`config.mk`:
```
export PLATFORM = sky130hd
export DESIGN_NAME = pe_res_collector_flat
export DESIGN_NICKNAME = d
export VERILOG_FILES = /design/src/rtl/pe_res_collector_if.sv /design/src/rtl/pe_res_collector.sv /design/src/flat_wrapper.sv
export SDC_FILE = /design/constraint.sdc
export NUM_CORES = 2
export LEC_CHECK = 0
export CAP_MARGIN = 20
export CORE_ASPECT_RATIO = 0.6
export CORE_MARGIN = 1
export CORE_UTILIZATION = 63
export DETAILED_ROUTE_END_ITERATION = 10
export GPL_TIMING_DRIVEN = 0
export PLACE_DENSITY = 0.8
export SETUP_SLACK_MARGIN = 0.4
export SLEW_MARGIN = 10
export SYNTH_ARGS = -nofsm -noshare
export SYNTH_HDL_FRONTEND = slang
export SYNTH_SLANG_ARGS = --single-unit
```
`constraint.sdc`:
```
create_clock -name clk -period 7.8 [get_ports clk]
set_clock_uncertainty 0.05 [all_clocks]
set_input_delay 0.78 -clock clk [delete_from_list [all_inputs] [get_ports clk]]
set_output_delay 0.78 -clock clk [all_outputs]
set_load 0.01 [all_outputs]
```
`src/rtl/pe_res_collector_if.sv`:
```
// PE result-write bus plus the outgoing raster stream of one collector.
// Stream handshake: a byte transfers on every rising clk edge where out_valid && out_ready;
// while out_valid is high and out_ready low, out_data and out_last hold stable.
interface pe_res_collector_if;
    logic       wr_en;
    logic [7:0] wr_adr;
    logic [7:0] wr_data;
    logic       pe_done;
    logic       out_valid;
    logic       out_ready;
    logic [7:0] out_data;
    logic       out_last;

    modport master (
        output wr_en, wr_adr, wr_data, pe_done, out_ready,
        input  out_valid, out_data, out_last
    );

    modport slave (
        input  wr_en, wr_adr, wr_data, pe_done, out_ready,
        output out_valid, out_data, out_last
    );
endinterface

```
`src/rtl/pe_res_collector.sv`:
```
// Captures one PE's convolution output map and replays it in raster order,
// substituting the zero-point for entries the PE never wrote.
module pe_res_collector #(
    parameter int IMG_SIZE    = 16,
    parameter int FILTER_SIZE = 4,
    parameter int RES_SIZE    = (IMG_SIZE - FILTER_SIZE + 1) * (IMG_SIZE - FILTER_SIZE + 1),
    parameter int CNT_W       = $clog2(RES_SIZE + 1)
) (
    input  logic             clk,
    input  logic             rst,
    input  logic             start,
    input  logic [7:0]       z,
    pe_res_collector_if.slave bus,
    output logic [CNT_W-1:0] wr_cnt,
    output logic             full,
    output logic             err,
    output logic             busy,
    output logic             done,
    output logic [1:0]       dbg_state
);

    typedef enum logic [1:0] {
        IDLE    = 2'd0,
        COLLECT = 2'd1,
        DRAIN   = 2'd2,
        FIN     = 2'd3
    } state_t;

    localparam logic [8:0] RES_LIM  = 9'(RES_SIZE);
    localparam logic [7:0] LAST_PTR = 8'(RES_SIZE - 1);

    state_t              state;
    state_t              state_nxt;
    logic [7:0]          rd_ptr;
    logic [RES_SIZE-1:0] wb;
    logic [7:0]          mem [RES_SIZE];

    logic in_range;
    logic wr_ok;
    logic wr_bad;
    logic at_last;
    logic hs;

    assign in_range = ({1'b0, bus.wr_adr} < RES_LIM);
    assign wr_ok    = (state == COLLECT) && bus.wr_en && in_range;
    assign wr_bad   = (state == COLLECT) && bus.wr_en && !in_range;
    assign at_last  = (rd_ptr == LAST_PTR);
    assign hs       = bus.out_valid && bus.out_ready;
    assign full     = (wr_cnt == CNT_W'(RES_SIZE));

    always_ff @(posedge clk) begin
        if (rst) begin
            state <= IDLE;
        end else begin
            state <= state_nxt;
        end
    end

    always_comb begin
        state_nxt = state;
        case (state)
            IDLE:    if (start)          state_nxt = COLLECT;
            COLLECT: if (bus.pe_done)    state_nxt = DRAIN;
            DRAIN:   if (hs && at_last)  state_nxt = FIN;
            FIN:                         state_nxt = IDLE;
            default:                     state_nxt = IDLE;
        endcase
    end

    always_comb begin
        bus.out_valid = 1'b0;
        bus.out_last  = 1'b0;
        bus.out_data  = 8'h00;
        busy          = (state != IDLE);
        done          = (state == FIN);
        dbg_state     = state;
        if (state == DRAIN) begin
            bus.out_valid = 1'b1;
            bus.out_last  = at_last;
            bus.out_data  = wb[rd_ptr] ? mem[rd_ptr] : z;
        end
    end

    // Bookkeeping: only the first write to an address counts toward wr_cnt.
    always_ff @(posedge clk) begin
        if (rst) begin
            rd_ptr <= 8'd0;
            wb     <= '0;
            wr_cnt <= '0;
            err    <= 1'b0;
        end else if ((state == IDLE) && start) begin
            rd_ptr <= 8'd0;
            wb     <= '0;
            wr_cnt <= '0;
            err    <= 1'b0;
        end else begin
            if (wr_ok && !wb[bus.wr_adr]) begin
                wb[bus.wr_adr] <= 1'b1;
                wr_cnt         <= wr_cnt + CNT_W'(1);
            end
            if (wr_bad) begin
                err <= 1'b1;
            end
            if (hs && !at_last) begin
                rd_ptr <= rd_ptr + 8'd1;
            end
        end
    end

    // Data array has no reset; unwritten entries are masked by wb on readout.
    always_ff @(posedge clk) begin
        if (wr_ok) begin
            mem[bus.wr_adr] <= bus.wr_data;
        end
    end

endmodule

```
`src/flat_wrapper.sv`:
```
// flat-port wrapper written by rule: the top's interface ports become plain ports
module pe_res_collector_flat 
#(
    parameter int IMG_SIZE    = 16,
    parameter int FILTER_SIZE = 4,
    parameter int RES_SIZE    = (IMG_SIZE - FILTER_SIZE + 1) * (IMG_SIZE - FILTER_SIZE + 1),
    parameter int CNT_W       = $clog2(RES_SIZE + 1)
)
  (clk, rst, start, z, wr_cnt, full, err, busy, done, dbg_state, bus_wr_en, bus_wr_adr, bus_wr_data, bus_pe_done, bus_out_ready, bus_out_valid, bus_out_data, bus_out_last);
  pe_res_collector_if bus_i ();
  input  logic clk;
  input  logic rst;
  input  logic start;
  input  logic [7:0] z;
  output logic [CNT_W-1:0] wr_cnt;
  output logic full;
  output logic err;
  output logic busy;
  output logic done;
  output logic [1:0] dbg_state;
  input wire logic [$bits(bus_i.wr_en)-1:0] bus_wr_en;
  input wire logic [$bits(bus_i.wr_adr)-1:0] bus_wr_adr;
  input wire logic [$bits(bus_i.wr_data)-1:0] bus_wr_data;
  input wire logic [$bits(bus_i.pe_done)-1:0] bus_pe_done;
  input wire logic [$bits(bus_i.out_ready)-1:0] bus_out_ready;
  output wire logic [$bits(bus_i.out_valid)-1:0] bus_out_valid;
  output wire logic [$bits(bus_i.out_data)-1:0] bus_out_data;
  output wire logic [$bits(bus_i.out_last)-1:0] bus_out_last;
  assign bus_i.wr_en = bus_wr_en;
  assign bus_i.wr_adr = bus_wr_adr;
  assign bus_i.wr_data = bus_wr_data;
  assign bus_i.pe_done = bus_pe_done;
  assign bus_i.out_ready = bus_out_ready;
  assign bus_out_valid = bus_i.out_valid;
  assign bus_out_data = bus_i.out_data;
  assign bus_out_last = bus_i.out_last;
  pe_res_collector #(.IMG_SIZE(IMG_SIZE), .FILTER_SIZE(FILTER_SIZE), .RES_SIZE(RES_SIZE), .CNT_W(CNT_W)) u_core (.clk(clk), .rst(rst), .start(start), .z(z), .bus(bus_i), .wr_cnt(wr_cnt), .full(full), .err(err), .busy(busy), .done(done), .dbg_state(dbg_state));
endmodule
```
After elaboration in Yosys (flattened, before gate mapping) --
Memory sizes are Yosys's and may differ from the RTL's. A register that Yosys moved wholly into a read port is not among the register bits. Cells that the tools add are included.
Operators by class: add/sub/neg operators 2, multipliers 0, divide/modulo/power cells 0, order comparisons 4, equality and inequality tests 8, shifts and indexed selects 0, mux-type cells 18, bitwise logic cells 1, reductions and logical operators 16
Operator list (count):
- $or A169 B169 Y169 | 1
- $mux W8 | 4
- $lt A8 B9 Y1 const B | 2
- $add A8 B1 Y8 const B | 2
- $bmux W1 S8 | 2
- $eq A8 B8 Y1 const B | 2
- $logic_and A1 B1 Y1 | 9
- $demux W1 S8 | 1
- $ge A8 B1 Y1 const B | 1
- $lt A8 B8 Y1 const B | 1
- $pmux W2 S4 | 1
- $mux W1 | 7
- $mux W2 | 3
- $eq A2 B2 Y1 const B | 2
- $ne A2 B2 Y1 const B | 2
- $logic_not A1 Y1 | 3
- $reduce_and A3 Y1 | 1
- $eq A2 B1 Y1 const B | 1
- $logic_not A2 Y1 | 1
- $ne A2 B1 Y1 const B | 1
- $reduce_bool A2 Y1 | 1
- $reduce_or A2 Y1 | 1
Storage, ports and cells: register bits after elaboration 188, bits in latches 0, memory bits (writable) 1352, ROM bits 0, bits of input ports 30, output and inout port bits 24, word-level logic and storage cells 55, memories kept 1
Memory list:
- u_core.mem | depth 169, width 8, rd ports 1, clocked after memory_dff 1, wr ports 1, RTL line pe_res_collector.sv:36 | logic [7:0] mem [RES_SIZE];

Depth between registers and ports, before layout --
word-level depth 6, mapped depth 12, mapped depth without buffers 8

Worst setup path after synthesis --
OpenSTA, ideal clock, no wires.
path kind register to output, start register u_core.rd_ptr[0], end output bus_out_data[0], arrival time 2.819 ns, data required time 6.970 ns, setup slack 4.151 ns, cell stages (with the launch flop) 11, buffers on the path 3, cells stage by stage dfxtp_1 > buf_2 > buf_2 > mux4_2 > mux4_2 > nand2_1 > o31ai_1 > a211oi_1 > a211o_1 > buf_2 > mux2i_1
Between the ends: word-level cells in the longest chain between the ends 4
Ends and longest elaborated chain:
- start: declaration | RTL line pe_res_collector.sv:34 | logic [7:0] rd_ptr;
- start signal: assignment | RTL line pe_res_collector.sv:105 | rd_ptr <= rd_ptr + 8'd1;
- $bmux W1 S8 | RTL line pe_res_collector.sv:80 | bus.out_data = wb[rd_ptr] ? mem[rd_ptr] : z;
- $mux W1 (implied by the code) | RTL line pe_res_collector.sv:80
- $mux W8 | RTL line pe_res_collector.sv:80
- $mux W8 | RTL line pe_res_collector.sv:77 | if (state == DRAIN) begin
- end: declaration | RTL line flat_wrapper.sv:27 | output wire logic [$bits(bus_i.out_data)-1:0] bus_out_data;
Every way passes these cells. The select of a mux whose other input is x is not followed.

==> results_dict.tcl <==
set metrics [dict create \
    status "finished clean" \
    core_region_area_mm2 0.0969 \
    ys_ff_latch 1548 \
    nFillCells 5697 \
    cts_repair_resize_count 0 \
    vias 35700 \
    fmax_mhz 141 \
    synth-async-reset-ratio_pct 0 \
    sequentialPowerShare_pct 52.6 \
    maxSlewViolCount 0 \
    die_width_um 407 \
    place_congestion 1.06 \
    grt_overflow 0 \
    drt.antenna.violating_nets 0 \
    ys_warn_count 0 \
    setup.reg_to_reg.worst_slack_ns 3.51 \
    commonest_non_fill_non_tap_cells_in_the_layout "1352 x sky130_fd_sc_hd__edfxtp_1, 462 x sky130_fd_sc_hd__mux4_2, 397 x sky130_fd_sc_hd__nor2_1" \
    critical_path.max_stage_delay_ns 0.93 \
    critPathMostFrequentCell "sky130_fd_sc_hd__clkbuf_1" \
    h-tree-depth 4 \
    cts_buf_count 134 \
    global_route.usage.total_pct 37.5 \
    placement.io_buffers 50 \
    timing_worst_setup_path_type "flop to output port" \
    synth_area_mm2 0.0621 \
    start_util_pct 64.1 \
    viasPerCell 7.31 \
    p_leak_uw 0.0210 \
    rows 88 \
    cts.sinks 1548 \
    die_height_um 245 \
    synth_area_leaders "sky130_fd_sc_hd__edfxtp_1 65%, sky130_fd_sc_hd__mux4_2 17%, sky130_fd_sc_hd__dfxtp_1 6.3%, sky130_fd_sc_hd__nor2_1 2.4%, sky130_fd_sc_hd__mux2i_1 1.7%" \
    syn_inst 3253 \
    postSynthNetCount 3291 \
    ir_drop_mv 0.247 \
    p_switching_uw 3940 \
    ios 54 \
    wl_met1_um 69000 \
    slew_headroom_pct 17.3 \
    timing_worst_slew_pin_value_ns 1.24 \
    synth_top_area_share_pct 65.4 \
    average_cell_area_after_synthesis_um2 19.1 \
    number_of_different_library_cells_in_the_post_synthesis_netlist 66 \
    route.met2.wl_um 75700 \
    worst_setup_hold_path_clk_slew_ns 0.07 \
    worstPathRequired_ns 6.97 \
    drt_first_pass_iters 6 \
    hold_class "input pin to flop" \
    synth-edff-count 1352 \
    power_density_mw_per_mm2 248 \
    full_die_area_mm2 0.0998 \
    reg2reg_depth 11 \
    layout_worst_path_cycle_share_pct 90.7 \
    drt-wirelength-per-cell_um 37.8 \
    grt_start_max_net_pins 125 \
    unrepaired_setup_endpoints_after_global_routing "false" \
    vias_in_the_first_global_route 34300 \
    worst_setup_path_end_kind "output port" \
    clock_power_share_pct 39.7 \
    holdPathEnd "u_core.mem[94][6]" \
    min-delay-start "bus_wr_data[6]" \
    clockRootBuffer "sky130_fd_sc_hd__clkbuf_16" \
    p_int_uw 13200 \
    final_layout_size_suffix_gt1_share_pct 22.2 \
    slowest_stage "sky130_fd_sc_hd__clkbuf_1" \
    cts.hold.buffers_added 0 \
    cts_tree "done" \
    cp_max_fo 10 \
    met3RoutedLength_um 34400 \
    worst_hold_path.num_cells 1 \
    deepest_clock_path_buffer_count 3 \
    switching_share_pct 23.0 \
    report.final.setup_viol 0 \
    rr_startpoint "u_core.rd_ptr[0]" \
    antenna_found_initial 9 \
    period_needed_ns 7.07 \
    totalWireLength_um 184000 \
    cp_cell_sequence "clkbuf_1 -> clkbuf_1 -> clkbuf_1 -> buf_1 -> mux4_2 -> mux2i_1 -> o22ai_1 -> nor2_1 -> nand3_1 -> nand3_1 -> mux2i_1 -> clkdlybuf4s50_1" \
    detail_route.iter0.violations 6231 \
    nNetsFinal 3501 \
    cp-start-kind "flop" \
    drv_cap 0 \
    synth_seq_area_share_pct 71.7 \
    synth_ff_type "sky130_fd_sc_hd__edfxtp_1" \
    clock_insertion_delay_worst_skew_ns 0.78 \
    critical_path_arrival_ns 6.24 \
    post_cts_buffers 0 \
    hpwl_um 121000 \
    grt_first_pass_wirelength_um 257000 \
    fin_tns_setup_ns 0 \
    timing_hold_violations_final 0 \
    power.share.combinational_pct 7.7 \
    hold-worst-slack_ns 0.384 \
    synth.largest_area_cell "sky130_fd_sc_hd__edfxtp_1" \
    layout.cells.most_common "sky130_fd_sc_hd__edfxtp_1" \
    syn2layout_area_growth_pct 11.2 \
    drcViolationCount 0 \
    dr.max_layer_used "met5" \
]
-- cell usage after synthesis (13+ instances only) --
| cell type | count |
|---|---|
| sky130_fd_sc_hd__edfxtp_1 | 1352 |
| sky130_fd_sc_hd__mux4_2 | 462 |
| sky130_fd_sc_hd__nor2_1 | 397 |
| sky130_fd_sc_hd__dfxtp_1 | 196 |
| sky130_fd_sc_hd__a21oi_1 | 129 |
| sky130_fd_sc_hd__mux2i_1 | 107 |
| sky130_fd_sc_hd__clkbuf_1 | 106 |
| sky130_fd_sc_hd__nand2_1 | 74 |
| sky130_fd_sc_hd__o21a_1 | 65 |
| sky130_fd_sc_hd__buf_2 | 47 |
| sky130_fd_sc_hd__nand3_1 | 39 |
| sky130_fd_sc_hd__buf_1 | 32 |
| sky130_fd_sc_hd__nand2b_1 | 22 |
| sky130_fd_sc_hd__a22oi_1 | 20 |
| sky130_fd_sc_hd__nor2b_1 | 15 |
| sky130_fd_sc_hd__buf_6 | 13 |
-- cells by family after synthesis --
group,share of synthesized area [%]
multiplexers,19.1
adder cells (fa/ha/maj),0.161
buffers and inverters,1.60
XOR/XNOR,0.0988
flip-flops,71.7
AO/OA/AOI/OAI,3.04
AND/OR/NAND/NOR,4.24
-- state kept, by name, indices dropped and copies added (netlist names), named ones only --
name	cells
u_core.err	1
u_core.rd_ptr	8
u_core.mem	1352
u_core.wr_cnt	8
u_core.wb	169
u_core.dbg_state	2
-- stage by stage --
stage	utilization, %	setup WS, ns	total power (uW)	instances	area [um2]
after CTS	71.2	0.845	17100	4870	69000
after detailed placement	66.7	1.75	10500	4627	64600
after global routing	71.2	0.631	17400	4875	69000
final	71.2	0.729	17100	4877	69000
after floorplan	-	4.15	9900	3253	62100
after global placement	66.3	1.16	10500	4608	64200
-- final cells by class --
| cell class | count | area (um2) | area share [%] |
|---|---|---|---|
| repair buffers | 74 | 938 | 1.36 |
| well taps | 1305 | 1630 | 2.37 |
| flip-flops and latches | 1548 | 44500 | 64.5 |
| clock inverters | 70 | 701 | 1.02 |
| multi-input cells | 1490 | 16600 | 24.0 |
| plain buffers | 204 | 972 | 1.41 |
| inverters | 11 | 41.3 | 0.0598 |
| diodes | 2 | 5.00 | 0.00725 |
| clock buffers | 173 | 3640 | 5.27 |
-- metal layers --
layer  vias to the layer above  GRT usage, %
met5                         -             0
met3                       364          17.2
met1                     18300          55.6
li1                      13600             -
met2                      3391          49.9
met4                         2          11.0
-- how the worst max path moves through the flow --
stage                startpoint                 to  slack (ns)  depth (start not counted)
4_1_cts                    flop    bus_out_data[4]        0.85                         12
3_3_place_gp     bus_wr_data[2]  u_core.mem[20][2]        1.16                          1
6_report                   flop    bus_out_data[5]        0.73                         12
2_1_floorplan  u_core.rd_ptr[0]    bus_out_data[0]        4.15                         10
3_5_place_dp               flop    bus_out_data[5]        1.75                         12
5_1_grt                    flop    bus_out_data[5]        0.63                         12
-- worst max-delay path: cells and delay by family (launching register included) --
| kind | cells | cell delay (ns) |
|---|---|---|
| flip-flops | 1 | 0.41 |
| AND/OR/NAND/NOR | 3 | 0.57 |
| multiplexers | 3 | 0.92 |
| buffers and inverters | 5 | 3.35 |
| AO/OA/AOI/OAI | 1 | 0.18 |
-- power groups by stage --
stage	clock network [uW]	registers [uW]	logic, uW
floorplan	0	9200	705
global placement	0	9250	1210
detailed placement	0	9200	1260
CTS	6780	9020	1280
global route	7060	9010	1360
finish	6800	9020	1320
No activity file was read; power rests on OpenSTA's default activity.
